--- src/rtl/soc_timer_axil.sv ---
// soc_timer_axil: AXI4-Lite timer with 64-bit mtime/mtimecmp, prescaler and level interrupt
module soc_timer_axil #(
    parameter int PRESCALE = 1
) (
    input  logic        clk_i,
    input  logic        rst_ni,
    input  logic [63:0] aw_addr_i,
    input  logic        aw_valid_i,
    output logic        aw_ready_o,
    input  logic [63:0] w_data_i,
    input  logic [7:0]  w_strb_i,
    input  logic        w_valid_i,
    output logic        w_ready_o,
    output logic [1:0]  b_resp_o,
    output logic        b_valid_o,
    input  logic        b_ready_i,
    input  logic [63:0] ar_addr_i,
    input  logic        ar_valid_i,
    output logic        ar_ready_o,
    output logic [63:0] r_data_o,
    output logic [1:0]  r_resp_o,
    output logic        r_valid_o,
    input  logic        r_ready_i,
    output logic        irq_o
);
    localparam int CW = PRESCALE > 1 ? $clog2(PRESCALE) : 1;
    localparam logic [CW-1:0] CMAX = CW'(PRESCALE - 1);

    logic [63:0] mtime, mtimecmp, w_q, wdata, wmask, rdata;
    logic [8:0]  aw_q, waddr, raddr;
    logic [7:0]  s_q, wstrb;
    logic [CW-1:0] cnt;
    logic en, ie, pend, aw_held, w_held;
    logic aw_hs, w_hs, ar_hs, commit, wr_mtime, wr_cmp, wr_ctrl, wr_stat, tick, pend_set, pend_clr;
    logic unused;

    assign aw_ready_o = !aw_held && !b_valid_o;
    assign w_ready_o  = !w_held && !b_valid_o;
    assign ar_ready_o = !r_valid_o;
    assign aw_hs  = aw_valid_i && aw_ready_o;
    assign w_hs   = w_valid_i && w_ready_o;
    assign ar_hs  = ar_valid_i && ar_ready_o;
    // a write commits as soon as both halves exist, whether just handshaken or held
    assign commit = (aw_held || aw_hs) && (w_held || w_hs);
    assign waddr  = aw_held ? aw_q : aw_addr_i[11:3];
    assign wdata  = w_held ? w_q : w_data_i;
    assign wstrb  = w_held ? s_q : w_strb_i;
    for (genvar b = 0; b < 8; b++) assign wmask[8*b +: 8] = {8{wstrb[b]}};

    assign wr_mtime = commit && waddr == 9'd0;
    assign wr_cmp   = commit && waddr == 9'd1;
    assign wr_ctrl  = commit && waddr == 9'd2;
    assign wr_stat  = commit && waddr == 9'd3;
    assign tick     = en && cnt == CMAX;
    assign pend_set = en && mtime >= mtimecmp;
    assign pend_clr = wr_stat && wstrb[0] && wdata[0];

    assign raddr = ar_addr_i[11:3];
    assign rdata = raddr == 9'd0 ? mtime :
                   raddr == 9'd1 ? mtimecmp :
                   raddr == 9'd2 ? {62'b0, ie, en} :
                   raddr == 9'd3 ? {63'b0, pend} : 64'b0;
    assign unused = ^{aw_addr_i[63:12], aw_addr_i[2:0], ar_addr_i[63:12], ar_addr_i[2:0]};

    always_ff @(posedge clk_i) begin
        if (!rst_ni) begin
            mtime     <= '0;
            mtimecmp  <= '0;
            cnt       <= '0;
            en        <= 1'b0;
            ie        <= 1'b0;
            pend      <= 1'b0;
            irq_o     <= 1'b0;
            aw_held   <= 1'b0;
            aw_q      <= '0;
            w_held    <= 1'b0;
            w_q       <= '0;
            s_q       <= '0;
            b_valid_o <= 1'b0;
            b_resp_o  <= 2'b00;
            r_valid_o <= 1'b0;
            r_data_o  <= '0;
            r_resp_o  <= 2'b00;
        end else begin
            if (wr_mtime && |wstrb) begin
                mtime <= (mtime & ~wmask) | (wdata & wmask);
                cnt   <= '0;
            end else if (tick) begin
                mtime <= mtime + 64'd1;
                cnt   <= '0;
            end else if (en) begin
                cnt <= cnt + CW'(1);
            end
            if (wr_cmp) mtimecmp <= (mtimecmp & ~wmask) | (wdata & wmask);
            if (wr_ctrl && wstrb[0]) {ie, en} <= wdata[1:0];
            pend  <= pend_set || (pend && !pend_clr);
            irq_o <= pend && ie;
            if (commit) aw_held <= 1'b0;
            else if (aw_hs) aw_held <= 1'b1;
            if (aw_hs) aw_q <= aw_addr_i[11:3];
            if (commit) w_held <= 1'b0;
            else if (w_hs) w_held <= 1'b1;
            if (w_hs) begin
                w_q <= w_data_i;
                s_q <= w_strb_i;
            end
            if (commit) begin
                b_valid_o <= 1'b1;
                b_resp_o  <= waddr > 9'd3 ? 2'b10 : 2'b00;
            end else if (b_ready_i) begin
                b_valid_o <= 1'b0;
            end
            if (ar_hs) begin
                r_valid_o <= 1'b1;
                r_data_o  <= rdata;
                r_resp_o  <= raddr > 9'd3 ? 2'b10 : 2'b00;
            end else if (r_ready_i) begin
                r_valid_o <= 1'b0;
            end
        end
    end
endmodule

--- config.mk ---
export PLATFORM = sky130hd
export DESIGN_NAME = soc_timer_axil
export DESIGN_NICKNAME = d
export VERILOG_FILES = /design/src/rtl/soc_timer_axil.sv
export SDC_FILE = /design/constraint.sdc
export NUM_CORES = 1
export LEC_CHECK = 0
export CORE_AREA = 3 3 171 173
export DETAILED_ROUTE_END_ITERATION = 12
export DIE_AREA = 0 0 174 176
export HOLD_SLACK_MARGIN = 0.02
export PLACE_DENSITY = 0.82
export REMOVE_ABC_BUFFERS = 1
export SLEW_MARGIN = 0
export SYNTH_ARGS = -nofsm -noshare
export SYNTH_HDL_FRONTEND = slang
export SYNTH_SLANG_ARGS = --single-unit
--- constraint.sdc ---
create_clock -name clk_i -period 3.8 [get_ports clk_i]
set_clock_uncertainty 0.2 [all_clocks]
set_input_delay 1.14 -clock clk_i [delete_from_list [all_inputs] [get_ports clk_i]]
set_output_delay 1.14 -clock clk_i [all_outputs]
set_load 0.1 [all_outputs]
## Word-level counts from Yosys, hierarchy flattened

Index checks and enable logic that the tools add are counted.
Widths: inputs -> output; s select.

| storage, ports and cells | value |
|---|---|
| input bits | 207 |
| output and inout port bits | 74 |
| logic and storage cells | 85 |
| register bits after elaboration | 286 |

| cells by class | value |
|---|---|
| equality and inequality tests | 6 |
| order comparisons | 3 |
| bitwise gates (word level) | 8 |
| reductions and logical operators | 34 |
| mux-type cells | 15 |
| $add $sub $neg | 2 |

Operators with widths:

| cell | count |
|---|---|
| $mux 64 | 5 |
| $and 64x64->64 | 3 |
| $or 64x64->64 | 2 |
| $add 64x1->64 const B | 1 |
| $ge 64x64->1 | 1 |
| $not 64->64 | 1 |
| $eq 9x2->1 const B | 4 |
| $eq 9x1->1 const B | 2 |
| $gt 9x2->1 const B | 2 |
| $logic_and 1x1->1 | 18 |
| $logic_not 9->1 | 2 |
| $mux 9 | 1 |
| $mux 8 | 1 |
| $reduce_or 8->1 | 1 |
| $mux 2 | 3 |
| $reduce_bool 2->1 | 3 |
| $logic_not 1->1 | 5 |
| $mux 1 | 5 |
| $logic_or 1x1->1 | 3 |
| $reduce_or 3->1 | 1 |
| $not 1->1 | 2 |
| $reduce_or 2->1 | 1 |
| $add 1x1->1 const B | 1 |

## Longest topological paths before layout

| logic depth | value |
|---|---|
| word-level depth | 11 |
| mapped depth | 12 |
| mapped depth without buffers | 9 |

## Worst setup path after synthesis

No wires, ideal clock.

| timing | value |
|---|---|
| path type | reg2out |
| from | reg b_valid_o |
| to | out w_ready_o |
| path buffers | 0 |
| arrival time | 2.128 ns |
| required time | 2.460 ns |
| path slack | 0.332 ns |
| cell stages (with the launch flop) | 2 |
| cell sequence | dfxtp_1 -> nor2_1 |

| on the way | value |
|---|---|
| word-level cells in the longest chain between the ends | 2 |

Ends and longest elaborated chain:

| element | line | text |
|---|---|---|
| from (decl) | 15 | `output logic b_valid_o,` |
| from (signal assigned) | 79 | `b_valid_o <= 1'b0;` |
| from (signal assigned) | 108 | `b_valid_o <= 1'b1;` |
| from (signal assigned) | 111 | `b_valid_o <= 1'b0;` |
| $logic_not 1->1 | 38 | `assign w_ready_o = !w_held && !b_valid_o;` |
| $logic_and 1x1->1 | 38 |  |
| to (decl) | 13 | `output logic w_ready_o,` |

No other way between the ends.

==> run_summary.xml <==
<?xml version="1.0" encoding="UTF-8"?>
<metrics>
  <group name="timing">
    <metric name="fmax" unit="MHz">287</metric>
    <metric name="setup_repair_after_global_routing_missed_its_margin" unit="">no</metric>
    <metric name="period_share" unit="%">91.7</metric>
    <metric name="holdWs" unit="ps">253</metric>
    <metric name="worst-slew-pin-transition" unit="ps">764</metric>
    <metric name="report.final.slew_viol_count" unit="">0</metric>
    <metric name="final_number_of_hold_violating_endpoints" unit="">0</metric>
    <metric name="finalCriticalPeriod" unit="ps">3490</metric>
    <metric name="setup_viol" unit="">0</metric>
    <metric name="worst_slew_margin_rel" unit="%">47.6</metric>
  </group>
  <group name="route">
    <metric name="vias" unit="">14682</metric>
    <metric name="drc_errors" unit="">0</metric>
    <metric name="totalWireLength" unit="mm">45.4</metric>
    <metric name="drt_first_pass_iters" unit="">6</metric>
    <metric name="detailedRoute.firstIterationViolations" unit="">1361</metric>
    <metric name="antenna_violation_net_count_after_detailed_routing" unit="">0</metric>
    <metric name="vias_per_cell" unit="">6.27</metric>
    <metric name="wl_per_cell" unit="um">19.4</metric>
  </group>
  <group name="hold_path">
    <metric name="worst_hold_path_type" unit="">register to register</metric>
  </group>
  <group name="floorplanning">
    <metric name="core_area" unit="um2">27800</metric>
    <metric name="die_y" unit="um">176</metric>
    <metric name="design.die.area" unit="um2">30600</metric>
    <metric name="initial_core_util" unit="%">52.9</metric>
    <metric name="num_io_pins" unit="">281</metric>
    <metric name="horizontal_die_dimension" unit="um">174</metric>
    <metric name="rows" unit="">61</metric>
  </group>
  <group name="synth">
    <metric name="postSynthCellCount" unit="">1779</metric>
    <metric name="synth_top_flop_cell" unit="">sky130_fd_sc_hd__dfxtp_1</metric>
    <metric name="synth.area.top_cells" unit="">sky130_fd_sc_hd__dfxtp_1, sky130_fd_sc_hd__nand2_1, sky130_fd_sc_hd__ha_1, sky130_fd_sc_hd__a21oi_1, sky130_fd_sc_hd__nor2_1</metric>
    <metric name="yosys_top_cell_by_area" unit="">sky130_fd_sc_hd__dfxtp_1</metric>
    <metric name="seq_area_frac_synth" unit="%">38.7</metric>
    <metric name="yosysTopAreaCellShare" unit="%">38.7</metric>
    <metric name="post_synth_edffs" unit="">0</metric>
    <metric name="yosysUniqueCellTypes" unit="">79</metric>
    <metric name="synthesis.area_per_instance" unit="um2">8.25</metric>
    <metric name="ys_ff_latch" unit="">284</metric>
    <metric name="yosys_warnings" unit="">0</metric>
    <metric name="syn-cell-area" unit="um2">14700</metric>
    <metric name="synth-async-reset-ratio" unit="%">0</metric>
  </group>
  <group name="power">
    <metric name="p_per_area" unit="nW/um2">434</metric>
    <metric name="report.power.total" unit="uW">7800</metric>
    <metric name="power_leakage" unit="uW">0.00694</metric>
    <metric name="peakVddDrop" unit="V">0.000344</metric>
  </group>
  <group name="clock_network">
    <metric name="clk_sinks" unit="">284</metric>
    <metric name="clock_tree_buffer_depth" unit="">3</metric>
    <metric name="clock-root-buffer" unit="">sky130_fd_sc_hd__clkbuf_16</metric>
    <metric name="clk-insertion-delay-late" unit="ps">570</metric>
    <metric name="cts.repair.resized" unit="">0</metric>
    <metric name="cts_hold_buf" unit="">0</metric>
    <metric name="post-cts-setup-buffers" unit="">0</metric>
    <metric name="cts_bufs_inserted" unit="">31</metric>
    <metric name="path_clk_slew" unit="ps">70</metric>
    <metric name="cts_tree" unit="">yes</metric>
    <metric name="htree_num_levels" unit="">1</metric>
  </group>
  <group name="setup_path">
    <metric name="timing.critical_path.required" unit="ps">4030</metric>
    <metric name="crit_path_cell_trace" unit="">clkdlybuf4s50_1, nor4_1, buf_4, a21oi_1, or2_0, a21oi_2, buf_4, a21o_1, o21bai_1, a21oi_1</metric>
    <metric name="critPathCaptureType" unit="">register</metric>
    <metric name="critical_path.slowest_cell" unit="">sky130_fd_sc_hd__a21oi_2</metric>
    <metric name="path_delay_family" unit="">compound AO/OA/AOI/OAI gates</metric>
    <metric name="worstSetupStartpointType" unit="">input port</metric>
    <metric name="timing.critical_path.slowest_cell_delay" unit="ps">550</metric>
    <metric name="criticalPathCategory" unit="">input port to register</metric>
    <metric name="critical_path.n_buffers_inverters" unit="">3</metric>
    <metric name="critPathArrivalTime" unit="ps">3720</metric>
    <metric name="crit_fanout" unit="">6</metric>
  </group>
  <group name="finish">
    <metric name="final_common_cell" unit="">sky130_fd_sc_hd__dfxtp_1</metric>
    <metric name="fin_cells" unit="">2341</metric>
    <metric name="layout-drive-gt1-share" unit="%">14.5</metric>
    <metric name="seqCellArea" unit="um2">5690</metric>
    <metric name="filler_cell_count" unit="">2319</metric>
    <metric name="layout.core_utilization" unit="%">64.7</metric>
    <metric name="multi_input_area" unit="um2">8250</metric>
    <metric name="syn_to_final_growth" unit="%">22.5</metric>
    <metric name="post-route-cell-area" unit="um2">18000</metric>
    <metric name="diodes" unit="">0</metric>
    <metric name="design.final.nets" unit="">2210</metric>
    <metric name="mostFrequentLayoutCells" unit="">sky130_fd_sc_hd__dfxtp_1, sky130_fd_sc_hd__nand2_1, sky130_fd_sc_hd__a21oi_1</metric>
  </group>
  <group name="global_route">
    <metric name="track_usage" unit="%">28.5</metric>
    <metric name="grt_pass1_vias" unit="">14446</metric>
    <metric name="grt_max_degree" unit="">112</metric>
    <metric name="grt.overflow.total" unit="">0</metric>
    <metric name="grt_first_pass_wirelength" unit="mm">73.0</metric>
    <metric name="initial_antenna_violation_count" unit="">0</metric>
  </group>
  <group name="placement">
    <metric name="finalWeightedCongestion" unit="">0.924</metric>
    <metric name="io_buffers" unit="">168</metric>
    <metric name="place_inst" unit="">2283</metric>
    <metric name="detailedPlacementHpwl" unit="mm">31.4</metric>
    <metric name="detailed_place.area" unit="um2">16900</metric>
  </group>
  <group name="flow_run">
    <metric name="number_of_max_cap_violations" unit="">0</metric>
  </group>
  <group name="outcome">
    <metric name="status" unit="">completed</metric>
  </group>
</metrics>
-- final cells by class --
cell class	instances	area share (%)
Clock inverter	19	1.25
Timing Repair Buffer	239	12.2
Multi-Input combinational cell	1306	45.9
Tap cell	378	2.63
Clock buffer	39	4.81
Sequential cell	284	31.6
Inverter	76	1.60
-- path summary, 6_finish.rpt --
check / from / end / slack, ps / cells after the start
worst min-delay path: w_q[6] / w_q[6] / 250 / 2
worst min register to register: w_q[6] / w_q[6] / 250 / 2
worst max register to register: register / register / 830 / 7
worst max-delay path: w_strb_i[3] / register / 310 / 10
-- synthesized netlist by cell type (11+ instances only) --
master                     number
sky130_fd_sc_hd__nand4_1       35
sky130_fd_sc_hd__a21oi_1      158
sky130_fd_sc_hd__mux2i_1       45
sky130_fd_sc_hd__o22a_1        29
sky130_fd_sc_hd__a21o_1        13
sky130_fd_sc_hd__nand3_1       31
sky130_fd_sc_hd__dfxtp_1      284
sky130_fd_sc_hd__nor2_1       151
sky130_fd_sc_hd__clkbuf_1      86
sky130_fd_sc_hd__ha_1          65
sky130_fd_sc_hd__o221a_2       29
sky130_fd_sc_hd__a311oi_1      11
sky130_fd_sc_hd__o21ai_0       50
sky130_fd_sc_hd__a211oi_1      29
sky130_fd_sc_hd__mux2_2        15
sky130_fd_sc_hd__buf_2         17
sky130_fd_sc_hd__nand2_1      246
sky130_fd_sc_hd__nor4_1        19
sky130_fd_sc_hd__inv_1         75
sky130_fd_sc_hd__nor3_1       113
sky130_fd_sc_hd__and3_1        15
sky130_fd_sc_hd__o211a_1       23
sky130_fd_sc_hd__a221oi_1      63
-- logic make-up after synthesis --
logic type / share of synthesized area [%]
xor+xnor: 0.537
mux: 4.22
compound gates: 23.7
fa+ha+maj: 5.54
simple gates: 22.0
other cells: 0.0255
flops: 38.7
buf+inv: 5.28
-- report_power, final --
part	switching, uW	total (uW)	internal [uW]
sequential	90.7	3200	3110
clock	1280	3170	1890
combinational	981	1420	441
total	2350	7800	5440
-- stage by stage --
step	setup slack, ps	TNS (ps)
2_1_floorplan	-1910	-236080
3_3_place_gp	-133	-1040
3_5_place_dp	-192	-3130
4_1_cts	364	0
5_1_grt	134	0
6_report	314	0
-- worst register-to-register path, stage by stage (launching register included) --
cell	delay [ps]
sky130_fd_sc_hd__dfxtp_1	450
sky130_fd_sc_hd__nand3_1	250
sky130_fd_sc_hd__nor3_1	540
sky130_fd_sc_hd__nand3_1	320
sky130_fd_sc_hd__or4_1	600
sky130_fd_sc_hd__o21ai_1	200
sky130_fd_sc_hd__a21oi_1	90
sky130_fd_sc_hd__a311oi_1	240
-- metal layers --
metal | global-route usage (%) | share of wire, % | up-vias
li1 | - | - | 6866
met1 | 37.9 | 42 | 6998
met2 | 47.5 | 47 | 712
met3 | 4.02 | 8.8 | 106
met4 | 9.95 | 2.8 | 0
met5 | 0 | 0 | -
Note: power is estimated with default switching activity, not from simulation.
